**config.mk**
```make
export PLATFORM = sky130hd
export DESIGN_NAME = seg_scan_controller
export DESIGN_NICKNAME = d
export VERILOG_FILES = /design/src/rtl/seg_scan_controller.sv
export SDC_FILE = /design/constraint.sdc
export NUM_CORES = 1
export LEC_CHECK = 0
export BUFFER_PORTS_ARGS = -buffer_cell sky130_fd_sc_hd__buf_4
export CAP_MARGIN = 20
export CELL_PAD_IN_SITES_DETAIL_PLACEMENT = 1
export CELL_PAD_IN_SITES_GLOBAL_PLACEMENT = 2
export CORE_UTILIZATION = 30
export DETAILED_ROUTE_END_ITERATION = 10
export GPL_TIMING_DRIVEN = 0
export PLACE_DENSITY_LB_ADDON = 0.1
export SLEW_MARGIN = 20
export SYNTH_ARGS = -nofsm -noshare
export SYNTH_HDL_FRONTEND = slang
export SYNTH_SLANG_ARGS = --single-unit
```
**constraint.sdc**
```tcl
create_clock -name clk -period 1.9 [get_ports clk]
set_input_delay 0.285 -clock clk [delete_from_list [all_inputs] [get_ports clk]]
set_output_delay 0.285 -clock clk [all_outputs]
set_load 0.05 [all_outputs]
```
**src/rtl/seg_scan_controller.sv**
```systemverilog
// Scan scheduler for time-multiplexed seven-segment digits: blanking dead-time, active-low digit selects,
// frame-synchronous display updates. Optional PWM brightness dimming is enabled by SEG_SCAN_BRIGHTNESS_EN.
module seg_scan_controller #(
    parameter int NUM_DIGITS   = 2,
    parameter int DWELL_CYCLES = 60000,
    parameter int BLANK_CYCLES = 600
) (
    input  logic                    clk,
    input  logic                    reset,
    input  logic                    upd_valid,
    output logic                    upd_ready,
    input  logic [4*NUM_DIGITS-1:0] upd_data,
    input  logic [3:0]              bright,
    output logic [3:0]              digit_val,
    output logic [NUM_DIGITS-1:0]   sel,
    output logic                    frame_tick
);

    localparam int MAX_CYCLES = (DWELL_CYCLES > BLANK_CYCLES) ? DWELL_CYCLES : BLANK_CYCLES;
    localparam int CW         = $clog2(MAX_CYCLES + 1);
    localparam int IW         = $clog2(NUM_DIGITS);

    localparam logic [CW-1:0] DWELL_LAST = CW'(DWELL_CYCLES - 1);
    localparam logic [CW-1:0] BLANK_LAST = CW'(BLANK_CYCLES - 1);
    localparam logic [IW-1:0] IDX_LAST   = IW'(NUM_DIGITS - 1);

    typedef enum logic [0:0] {
        ST_BLANK = 1'b0,
        ST_ON    = 1'b1
    } state_t;

    state_t                  state_r;
    state_t                  state_s;
    logic [CW-1:0]           cnt_r;
    logic [CW-1:0]           cnt_s;
    logic [IW-1:0]           idx_r;
    logic [IW-1:0]           idx_s;
    logic                    boundary_s;
    logic                    entering_on_s;

    logic [4*NUM_DIGITS-1:0] shadow_r;
    logic [4*NUM_DIGITS-1:0] shadow_s;
    logic [4*NUM_DIGITS-1:0] pending_r;
    logic [4*NUM_DIGITS-1:0] pending_s;
    logic                    pending_full_r;
    logic                    pending_full_s;

    logic                    lit_s;
    logic [NUM_DIGITS-1:0]   sel_s;

    logic [NUM_DIGITS-1:0]   sel_r;
    logic [3:0]              digit_val_r;
    logic                    frame_tick_r;
    logic                    upd_ready_r;

    function automatic logic [3:0] nibble_at(input logic [4*NUM_DIGITS-1:0] word,
                                             input logic [IW-1:0]           i);
        logic [3:0] r;
        r = 4'h0;
        for (int k = 0; k < NUM_DIGITS; k++) begin
            if (IW'(k) == i) begin
                r = word[4*k +: 4];
            end else begin
                r = r;
            end
        end
        return r;
    endfunction

    // Scan sequencer: dwell/blank timing and digit index advance.
    always_comb begin
        state_s       = state_r;
        cnt_s         = cnt_r;
        idx_s         = idx_r;
        boundary_s    = 1'b0;
        entering_on_s = 1'b0;
        case (state_r)
            ST_BLANK: begin
                if (cnt_r == BLANK_LAST) begin
                    state_s       = ST_ON;
                    cnt_s         = CW'(0);
                    entering_on_s = 1'b1;
                end else begin
                    cnt_s = cnt_r + CW'(1);
                end
            end
            ST_ON: begin
                if (cnt_r == DWELL_LAST) begin
                    state_s = ST_BLANK;
                    cnt_s   = CW'(0);
                    if (idx_r == IDX_LAST) begin
                        idx_s      = IW'(0);
                        boundary_s = 1'b1;
                    end else begin
                        idx_s = idx_r + IW'(1);
                    end
                end else begin
                    cnt_s = cnt_r + CW'(1);
                end
            end
            default: begin
                state_s = ST_BLANK;
                cnt_s   = CW'(0);
                idx_s   = IW'(0);
            end
        endcase
    end

    // Update path: a full pending buffer blocks new transfers, so commit and load never collide.
    always_comb begin
        shadow_s       = shadow_r;
        pending_s      = pending_r;
        pending_full_s = pending_full_r;
        if (boundary_s && pending_full_r) begin
            shadow_s       = pending_r;
            pending_full_s = 1'b0;
        end else if (upd_valid && !pending_full_r) begin
            pending_s      = upd_data;
            pending_full_s = 1'b1;
        end else begin
            pending_full_s = pending_full_r;
        end
    end

`ifdef SEG_SCAN_BRIGHTNESS_EN
    logic [3:0] pwm_r;
    logic [3:0] pwm_s;

    // PWM phase restarts at every power-on so each visit gets the same duty pattern.
    always_comb begin
        pwm_s = pwm_r;
        if (entering_on_s) begin
            pwm_s = 4'd0;
        end else if (state_r == ST_ON) begin
            pwm_s = pwm_r + 4'd1;
        end else begin
            pwm_s = pwm_r;
        end
        lit_s = ({1'b0, pwm_s} < ({1'b0, bright} + 5'd1));
    end

    // PWM phase register.
    always_ff @(posedge clk) begin
        if (!reset) begin
            pwm_r <= 4'd0;
        end else begin
            pwm_r <= pwm_s;
        end
    end
`else
    logic unused_bright_s;

    assign unused_bright_s = ^bright;
    assign lit_s           = 1'b1 | entering_on_s;
`endif

    // Digit power selects for the state being entered.
    always_comb begin
        sel_s = {NUM_DIGITS{1'b1}};
        for (int k = 0; k < NUM_DIGITS; k++) begin
            if ((state_s == ST_ON) && lit_s && (IW'(k) == idx_s)) begin
                sel_s[k] = 1'b0;
            end else begin
                sel_s[k] = 1'b1;
            end
        end
    end

    // Sequencer and update-buffer state.
    always_ff @(posedge clk) begin
        if (!reset) begin
            state_r        <= ST_BLANK;
            cnt_r          <= CW'(0);
            idx_r          <= IW'(0);
            shadow_r       <= {(4*NUM_DIGITS){1'b0}};
            pending_r      <= {(4*NUM_DIGITS){1'b0}};
            pending_full_r <= 1'b0;
        end else begin
            state_r        <= state_s;
            cnt_r          <= cnt_s;
            idx_r          <= idx_s;
            shadow_r       <= shadow_s;
            pending_r      <= pending_s;
            pending_full_r <= pending_full_s;
        end
    end

    // Output registers, loaded from next-state values so they track the state they describe.
    always_ff @(posedge clk) begin
        if (!reset) begin
            sel_r        <= {NUM_DIGITS{1'b1}};
            digit_val_r  <= 4'h0;
            frame_tick_r <= 1'b0;
            upd_ready_r  <= 1'b1;
        end else begin
            sel_r        <= sel_s;
            digit_val_r  <= nibble_at(shadow_s, idx_s);
            frame_tick_r <= boundary_s;
            upd_ready_r  <= ~pending_full_s;
        end
    end

    assign sel        = sel_r;
    assign digit_val  = digit_val_r;
    assign frame_tick = frame_tick_r;
    assign upd_ready  = upd_ready_r;

endmodule

```
==> reports/results.ini, run 1 <==
[cells_and_area]
final_common_cell = dfxtp_1
finalNetCount = 216
area_growth_pct = 26.8
nFillCells = 623
final_cell_mix = dfxtp_1, buf_4, nor2_1
seqCellArea_um2 = 877
antennaDiodeCount = 0
drive_above_1_share_pct = 31.0
multi_input_area_um2 = 895

[yosys]
synth_top_area_share_pct = 50.5
yosysTopAreaCell = dfxtp_1
synth.area.top_cells = dfxtp_1, mux2i_1, nor2b_1
synth.cell_area_mm2 = 0.00170
syn_avg_cell_area_um2 = 10.0
synth.net_count = 187
ys_ff_latch = 43
yosysSeqAreaShare_pct = 50.5
synth.yosys.warnings = 0
synth_cells = 170
synthDistinctLibCells = 34

[clock_network]
cts_sinks = 43
cts_root_buffer = clkbuf_8
cts_tree = built
htreeDepth = 2
cts_buffer_depth = 2
clkLatencyLatePin_ns = 0.29
cts_hold_buf = 0
clkSlewWorstSetupHoldPaths_ns = 0.08
cts_buffers = 5

[timing]
worstMarginPinSlew_ns = 0.639
fin_setup_tns_ns = 0
post-route-period-util_pct = 98.7
hold_slack_ns = 0.257
finalSetupViolations = 0
period_needed_ns = 1.87
skew_ns = 0.0112
maxSlewHeadroom_pct = 57.4
fmax_mhz = 533
rsz0062_at_grt = yes
hold_violations = 0
slew_viol_final = 0

[die]
io_pins = 23
num_rows = 27
dieWidth_um = 77.4
dieArea_mm2 = 0.00599
core-area_mm2 = 0.00551
initial_core_util_pct = 30.9
die_y_um = 77.4

[grt]
grt_pass1_vias = 1322
overflow = 0
grt_usage_pct = 13.6
antenna_found_initial = 0
grt_max_degree = 14
grt_pass1_wl_um = 6250

[run_status]
status = completed

[worst_hold_path]
hp-class = primary input to register

[routing]
drt_iter0_markers = 27
drc = 0
vias = 1282
wl_per_cell_um = 13.7
routed_wl_um = 3730
route.detailed.vias_per_inst = 4.71
first_pass_iters = 4
route.antenna.remaining_nets = 0

[pwr]
leakagePower_nw = 0.826
vdd_ir_drop_max_v = 0.000241
power.density_mw_per_mm2 = 730

[worst_setup_path]
endpoint_kind = register
cp.arrival_ns = 2.05
worstSetupStartpointType = register
crit_type = register to register
cp_max_fo = 6
cp.required_ns = 2.08

[place]
io_buffers = 18
dp_hpwl_um = 2700
gp_congestion = 0.815

[run]
cap_violations = 0

==> worst max-delay path: stages, from the launching register on <==
cell and delay, ns:
dfxtp_1 0.37, and4bb_2 0.34, nand4_1 0.15, inv_2 0.13
ha_4 0.20, mux2_4 0.27, and2_4 0.17, a2bb2oi_2 0.12
==> power by group <==
part	internal, mW	leakage (nW)	switching (mW)
clock network	0.252	0.0477	0.310
logic	0.0436	0.425	0.0396
registers	0.917	0.353	0.0156
==> sequential cells by signal, summed over array words and instances, names as in the netlist <==
signal and count:
cnt_r 16, pending_r 8, shadow_r 8, digit_val 4
sel 2, frame_tick 1, idx_r 1, pending_full_r 1
state_r 1, upd_ready 1
==> stage by stage <==
stage	total power [mW]	cell area (um^2)	worst slack (ns)	utilization, %	std cells
5_1_grt	1.66	2160	-0.0476	39.2	272
3_5_place_dp	1.04	1970	-0.281	35.8	260
6_report	1.58	2160	0.0255	39.2	272
4_1_cts	1.61	2110	0.0144	38.4	270
2_1_floorplan	1.01	1740	0.0167	-	170
3_3_place_gp	1.04	1970	-0.244	35.8	260
==> worst paths after layout <==
| check | start | to | slack, ns | cells after the start |
|---|---|---|---|---|
| hold / removal | upd_data[0] | pending_r[0] | 0.26 | 3 |
| setup reg to reg | cnt_r[7] | digit_val[1] | 0.03 | 7 |
| hold reg to reg | cnt_r[0] | cnt_r[0] | 0.45 | 1 |
| setup / recovery | cnt_r[7] | digit_val[1] | 0.03 | 7 |
==> logic make-up after synthesis <==
group | share of synthesized area [%]
and+or+nand+nor | 24.8
DFF | 50.5
AOI/OAI and AO/OA | 6.61
muxes | 7.71
xor gates and xnor gates | 6.17
buffers and inverters | 2.72
adders and majority gates | 1.47
==> cells in the mapped netlist (all sizes together) <==
| cell | instances |
|---|---|
| o21ai | 3 |
| o21ba | 1 |
| ha | 2 |
| or4 | 1 |
| and4 | 4 |
| nor4 | 2 |
| a21boi | 4 |
| a2bb2oi | 4 |
| nand3 | 4 |
| o211ai | 1 |
| nor2 | 15 |
| xnor2 | 5 |
| and4bb | 2 |
| nand2b | 1 |
| xor2 | 7 |
| and2 | 3 |
| nand2 | 13 |
| nor2b | 13 |
| nor4b | 1 |
| a21oi | 2 |
| and3 | 4 |
| nand4 | 7 |
| nor3 | 2 |
| clkbuf | 4 |
| mux2 | 1 |
| inv | 7 |
| or3 | 1 |
| mux2i | 12 |
| buf | 1 |
| dfxtp | 43 |
==> repair_timing <==
item,in CTS,in global routing
pin swaps,3,5
hold endpoints to repair,0,0
setup endpoints to repair,16,4
resized for setup,18,7
buffers inserted,3,2
==> layout make-up <==
type                            count  area share (%)
Clock inverter                      3           0.695
Inverter                            7            1.22
Timing Repair Buffer               23            7.99
Buffer                              4           0.753
Clock buffer                        5            3.18
Sequential cell                    43            40.6
Tap cell                           72            4.17
Multi-Input combinational cell    115            41.4
==> routing by layer <==
layer  global-route usage (%)  vias up  share of wire [%]  wire length (um)
met4                     5.66        0                1.6                59
met5                        0        -                  0                 0
met1                     14.5      617                 43              1590
met2                     25.3       15                 53              1970
met3                     3.18        7                2.8               104
li1                         -      643                  -                 -
(Power assumes the default switching activity.)
==> run 2: changes to the inputs <==
CAP_MARGIN = 25   (was 20)
GPL_ROUTABILITY_DRIVEN = 1   (was not set)
clock period = 2 ns   (was 1.9 ns; I/O delays follow)
==> run 2 against run 1 <==
Net effect:
- global-route usage rose by 0.13 points
- clock power grew 43%
- fmax shrank 2.5%
- power rose by 13%
==> reports/results.ini, run 2 (same netlist as run 1, synthesis figures left out) <==
[run_status]
status = completed

[routing]
routed_wl_um = 3770  ; +1.0%
route.detailed.vias_per_inst = 4.61  ; -2.2%
drc = 0  ; unchanged
wl_per_cell_um = 13.8  ; +0.28%
drt_iter0_markers = 26  ; -3.7%
route.antenna.remaining_nets = 0  ; unchanged
vias = 1263  ; -1.5%
first_pass_iters = 4  ; unchanged

[clock_network]
cts_sinks = 43  ; unchanged
cts_tree = built
cts_buffer_depth = 2  ; unchanged
htreeDepth = 2  ; unchanged
cts_buffers = 5  ; unchanged
cts_root_buffer = clkbuf_8
clkSlewWorstSetupHoldPaths_ns = 0.09  ; about the same
clkLatencyLatePin_ns = 0.29  ; about the same

[timing]
finalSetupViolations = 0  ; unchanged
fin_setup_tns_ns = 0  ; unchanged
hold_violations = 0  ; unchanged
hold_slack_ns = 0.266  ; +0.00852 ns
rsz0062_at_grt = no
slew_viol_final = 0  ; unchanged
maxSlewHeadroom_pct = 56.2  ; -1.2 points
fmax_mhz = 520  ; -2.5%
worstMarginPinSlew_ns = 0.657  ; +0.0179 ns
skew_ns = 0.00500  ; -0.00620 ns
post-route-period-util_pct = 96.1  ; -2.6 points
period_needed_ns = 1.92  ; +0.0473 ns

[die]
initial_core_util_pct = 30.9  ; unchanged
num_rows = 27  ; unchanged
io_pins = 23  ; unchanged
dieArea_mm2 = 0.00599  ; unchanged
die_y_um = 77.4  ; unchanged
dieWidth_um = 77.4  ; unchanged
core-area_mm2 = 0.00551  ; unchanged

[worst_setup_path]
crit_type = register to register
critPathCapture = digit_val[0]
cp.arrival_ns = 2.11  ; +0.06 ns
reg2reg_from = cnt_r[10]
rrSetupSlack_ns = 0.08  ; +0.05 ns
cp.required_ns = 2.18  ; +0.10 ns
worstSetupStartpointType = register
r2r_cells = 7  ; unchanged
cp_max_fo = 6  ; unchanged
startpoint = cnt_r[10]
endpoint_kind = register
r2r-end = digit_val[0]

[cells_and_area]
largest_register_ffs = 16  ; unchanged
antennaDiodeCount = 0  ; unchanged
finalNetCount = 218  ; +0.93%
drive_above_1_share_pct = 31.2  ; +0.19 points
reg_top3 = cnt_r (16), pending_r (8), shadow_r (8)
nFillCells = 616  ; -1.1%
fin_util_pct = 40.1  ; +0.84 points
final_cell_mix = dfxtp_1, buf_4, nor2_1
top_register = cnt_r
final_common_cell = dfxtp_1
area_growth_pct = 29.5

[grt]
grt_pass1_vias = 1240  ; -6.2%
grt_pass1_wl_um = 6310  ; +0.88%
grt_usage_pct = 13.7  ; +0.13 points
grt_max_degree = 15  ; +1
overflow = 0  ; unchanged
antenna_found_initial = 0  ; unchanged

[pwr]
vdd_ir_drop_max_v = 0.000477  ; +98%
power.density_mw_per_mm2 = 805  ; +10%
leakagePower_nw = 0.850  ; +2.9%

[worst_hold_path]
hold_path.startpoint = upd_data[5]
hp-class = primary input to register

[place]
dp_hpwl_um = 2710  ; +0.10%
io_buffers = 18  ; unchanged
gp_congestion = 0.755  ; -7.4%

[run]
cap_violations = 0  ; unchanged

==> run 2: critical path: stages, from the launching register on <==
cell and delay [ns]:
dfxtp_4 0.38, nor4b_4 0.30, nand4_1 0.17, inv_1 0.11
ha_2 0.26, mux2_4 0.28, and2_4 0.17, a2bb2oi_1 0.14
==> run 2: report_power, final <==
| group | internal [mW] | switching, mW |
|---|---|---|
| combinational | 0.0473 | 0.0399 |
| sequential | 0.872 | 0.0144 |
| clock | 0.498 | 0.305 |
| total | 1.42 | 0.359 |
==> run 2: repair_timing <==
| item | CTS | global route |
|---|---|---|
| endpoints found under the setup margin | 15 | 8 |
| hold buffers | 0 | 0 |
| pin swaps | 0 | 4 |
| buffers inserted | 0 | 7 |
| resized for setup | 12 | 18 |
| cloned | 0 | 0 |
==> run 2: how the worst min path moves through the flow <==
stage | endpoint | slack (ns) | cells after the start
floorplan | cnt_r[0] | 0.43 | 1
global placement | cnt_r[0] | 0.44 | 1
detailed placement | cnt_r[0] | 0.46 | 1
CTS | pending_r[2] | 0.26 | 3
global route | pending_r[3] | 0.27 | 3
finish | pending_r[5] | 0.27 | 3
==> run 2: per-stage QoR <==
step | area [um^2] | total power, mW | std cells | worst slack [ns]
floorplan | 1710 | 0.951 | 170 | 0.0000253
detailed placement | 1940 | 0.985 | 260 | -0.245
global placement | 1940 | 0.980 | 260 | -0.177
finish | 2210 | 1.78 | 274 | 0.0781
CTS | 2090 | 1.79 | 267 | -0.00306
global route | 2210 | 1.86 | 274 | 0.00765
==> run 2: layer usage <==
| layer | GRT usage (%) | up-vias | share of wire, % |
|---|---|---|---|
| met5 | 0 | - | 0 |
| met4 | 4.53 | 0 | 1.0 |
| met3 | 3.53 | 4 | 2.1 |
| met2 | 20.8 | 14 | 46 |
| met1 | 18.8 | 600 | 51 |
| li1 | - | 645 | - |
==> run 2: area by class of cell <==
class	count	area, um^2	area share, %
flip-flops and latches	43	877	39.7
well taps	72	90.1	4.08
clock buffers	5	68.8	3.12
multi-input cells	115	873	39.6
clock inverters	3	67.6	3.06
inverters	7	26.3	1.19
repair buffers	25	188	8.50
plain buffers	4	16.3	0.737
==> run 3: changes to the inputs <==
CAP_MARGIN = 20   (was 25)
CELL_PAD_IN_SITES_GLOBAL_PLACEMENT = 1   (was 2)
CORE_ASPECT_RATIO = 0.6   (was not set)
==> run 3 against run 2 <==
Net effect:
- first-iteration DRC count grew 3.8%
- clock skew down 0.00085 ns
- clock power shrank 0.5%
- sequential cell count stayed put
- via count grew 1.7%
- power down 0.24%
- core utilization rose by 1.7 points
- largest cell class unchanged
- design area decreased by 0.62%
- global-route usage up 0.74 points
- sequential power barely moved
- final cell count decreased by 2.2%
- highest routed layer unchanged
- critical path type unchanged
- routed wire length grew 2.6%
==> reports/results.ini, run 3 (same netlist as run 1, synthesis figures left out) <==
[timing]
skew_ns = 0.00415  ; -0.000852 ns
worstMarginPinSlew_ns = 0.663  ; +0.00545 ns
maxSlewHeadroom_pct = 55.8  ; -0.36 points
finalSetupViolations = 0  ; unchanged
hold_violations = 0  ; unchanged
period_needed_ns = 1.90  ; -0.0213 ns
hold_slack_ns = 0.269  ; +0.00326 ns
slew_viol_final = 0  ; unchanged
fin_setup_tns_ns = 0  ; unchanged
post-route-period-util_pct = 95.0  ; -1.1 points
fmax_mhz = 526  ; +1.1%

[clock_network]
cts_buffer_depth = 2  ; unchanged
cts_root_buffer = clkbuf_8
cts_tree = built
htreeDepth = 2  ; unchanged
cts_buffers = 5  ; unchanged
clkSlewWorstSetupHoldPaths_ns = 0.08  ; about the same
clkLatencyLatePin_ns = 0.29  ; about the same
cts_sinks = 43  ; unchanged
cts_hold_buf = 0  ; unchanged

[worst_hold_path]
hp-class = primary input to register
whs_path_depth = 3  ; unchanged
worstHoldEndpoint = pending_r[6]
hold_path.startpoint = upd_data[6]

[worst_setup_path]
cp_max_fo = 6  ; unchanged
path_cells = ha_4 -> and3_2 -> nand4_1 -> inv_1 -> ha_2 -> mux2_4 -> and2_4 -> a2bb2oi_1
cp_top_family = simple AND/OR/NAND/NOR gates
r2r-end = digit_val[0]
endpoint_kind = register
worstSetupStartpointType = register
cp.arrival_ns = 2.08  ; -0.03 ns
slowest_delay_ns = 0.36  ; -0.02 ns
r2r_cells = 8  ; +1
reg2reg_from = cnt_r[1]
rrSetupSlack_ns = 0.1  ; +0.02 ns
cp.required_ns = 2.18  ; about the same
cpMaxStageDelayCell = dfxtp_2
crit_type = register to register
crit_buf_inv = 1  ; unchanged

[place]
dp_hpwl_um = 2870  ; +6.2%
io_buffers = 18  ; unchanged
gp_congestion = 0.781  ; +3.5%
dp_cells = 254  ; -2.3%
place_area_mm2 = 0.00193  ; -0.39%

[routing]
drt_iter0_markers = 27  ; +3.8%
routed_wl_um = 3870  ; +2.6%
vias = 1284  ; +1.7%
first_pass_iters = 4  ; unchanged
drc = 0  ; unchanged
route.detailed.vias_per_inst = 4.79  ; +3.9%
route.antenna.remaining_nets = 0  ; unchanged
wl_per_cell_um = 14.4  ; +4.9%

[cells_and_area]
finalNetCount = 218  ; unchanged
nFillCells = 586  ; -4.9%
largest_register_ffs = 16  ; unchanged
final_common_cell = dfxtp_1
final_cell_mix = dfxtp_1, buf_4, nor2_1
antennaDiodeCount = 0  ; unchanged
top_register = cnt_r
area_growth_pct = 28.7
final-instance-count-excl-fill = 268  ; -2.2%
reg_top3 = cnt_r (16), pending_r (8), shadow_r (8)
post-route-cell-area_mm2 = 0.00219  ; -0.62%
drive_above_1_share_pct = 30.7  ; -0.50 points

[pwr]
power.density_mw_per_mm2 = 808  ; +0.39%
leakagePower_nw = 0.851  ; +0.14%
fin_total_pwr_mw = 1.77  ; -0.24%
vdd_ir_drop_max_v = 0.000280  ; -41%
p_clk_share_pct = 45.1  ; about the same
p_sw_share_pct = 20.1  ; -0.13 points
seq_power_share_pct = 50.0  ; about the same
pwr-share-comb_pct = 4.9  ; about the same
p_int_mw = 1.42  ; about the same
p_sw_mw = 0.356  ; -0.87%

[grt]
overflow = 0  ; unchanged
antenna_found_initial = 0  ; unchanged
grt_pass1_vias = 1325  ; +6.9%
grt_pass1_wl_um = 6550  ; +3.8%
grt_usage_pct = 14.4  ; +0.74 points
grt_max_degree = 15  ; unchanged

[die]
die_y_um = 60.4  ; -22%
io_pins = 23  ; unchanged
core-area_mm2 = 0.00526  ; -4.6%
dieWidth_um = 99.3  ; +28%
initial_core_util_pct = 32.4  ; +1.5 points
dieArea_mm2 = 0.00600  ; +0.16%
num_rows = 20  ; -26%

[run_status]
status = completed

[run]
cap_violations = 0  ; unchanged

run 3: final cells by class:
cell class | count | area [um^2] | area share, %
clock inverters | 3 | 67.6 | 3.08
plain buffers | 4 | 16.3 | 0.742
inverters | 7 | 26.3 | 1.20
flip-flops and latches | 43 | 876 | 39.9
well taps | 66 | 82.6 | 3.76
clock buffers | 5 | 68.8 | 3.14
multi-input cells | 115 | 868 | 39.6
repair buffers | 25 | 188 | 8.56
run 3: per-stage QoR:
step | setup slack (ns) | utilization (%)
global placement | -0.175 | 36.7
detailed placement | -0.325 | 36.7
floorplan | 0.0000253 | -
finish | 0.0995 | 41.7
CTS | 0.00124 | 40.4
global route | -0.0102 | 41.7
run 3: worst max path at each step:
stage,from,to,slack (ns),depth (start not counted)
floorplan,cnt_r[0],digit_val[0],0.00003,9
global placement,cnt_r[9],digit_val[0],-0.18,7
detailed placement,cnt_r[0],digit_val[3],-0.32,9
CTS,cnt_r[0],digit_val[0],0.001,8
global route,cnt_r[12],digit_val[0],-0.01,8
finish,cnt_r[1],digit_val[0],0.1,8
run 3: worst reg2reg max path: cells and delay by family (launching register included):
kind	cells	cell delay, ns
fa+ha+maj	2	0.43
simple gates	3	0.49
flops	1	0.36
mux	1	0.27
compound gates	1	0.14
buf+inv	1	0.11
run 3: what timing repair did:
| item | CTS | global route |
|---|---|---|
| resized for setup | 20 | 7 |
| pin swaps | 2 | 3 |
| hold endpoints to repair | 0 | 0 |
| setup endpoints to repair | 15 | 4 |
| buffers inserted | 0 | 7 |
run 3: routing by layer:
metal	global-route usage [%]	routed length [um]
met4	4.41	28
met3	3.80	113
met5	0	0
met2	21.7	1550
met1	20.5	2180
run 3: power groups by stage:
stage,clock [mW],combinational (mW),sequential [mW]
6_report,0.799,0.0866,0.887
4_1_cts,0.820,0.0830,0.890
3_5_place_dp,0,0.0804,0.906
3_3_place_gp,0,0.0752,0.905
5_1_grt,0.851,0.0967,0.889
2_1_floorplan,0,0.0439,0.907
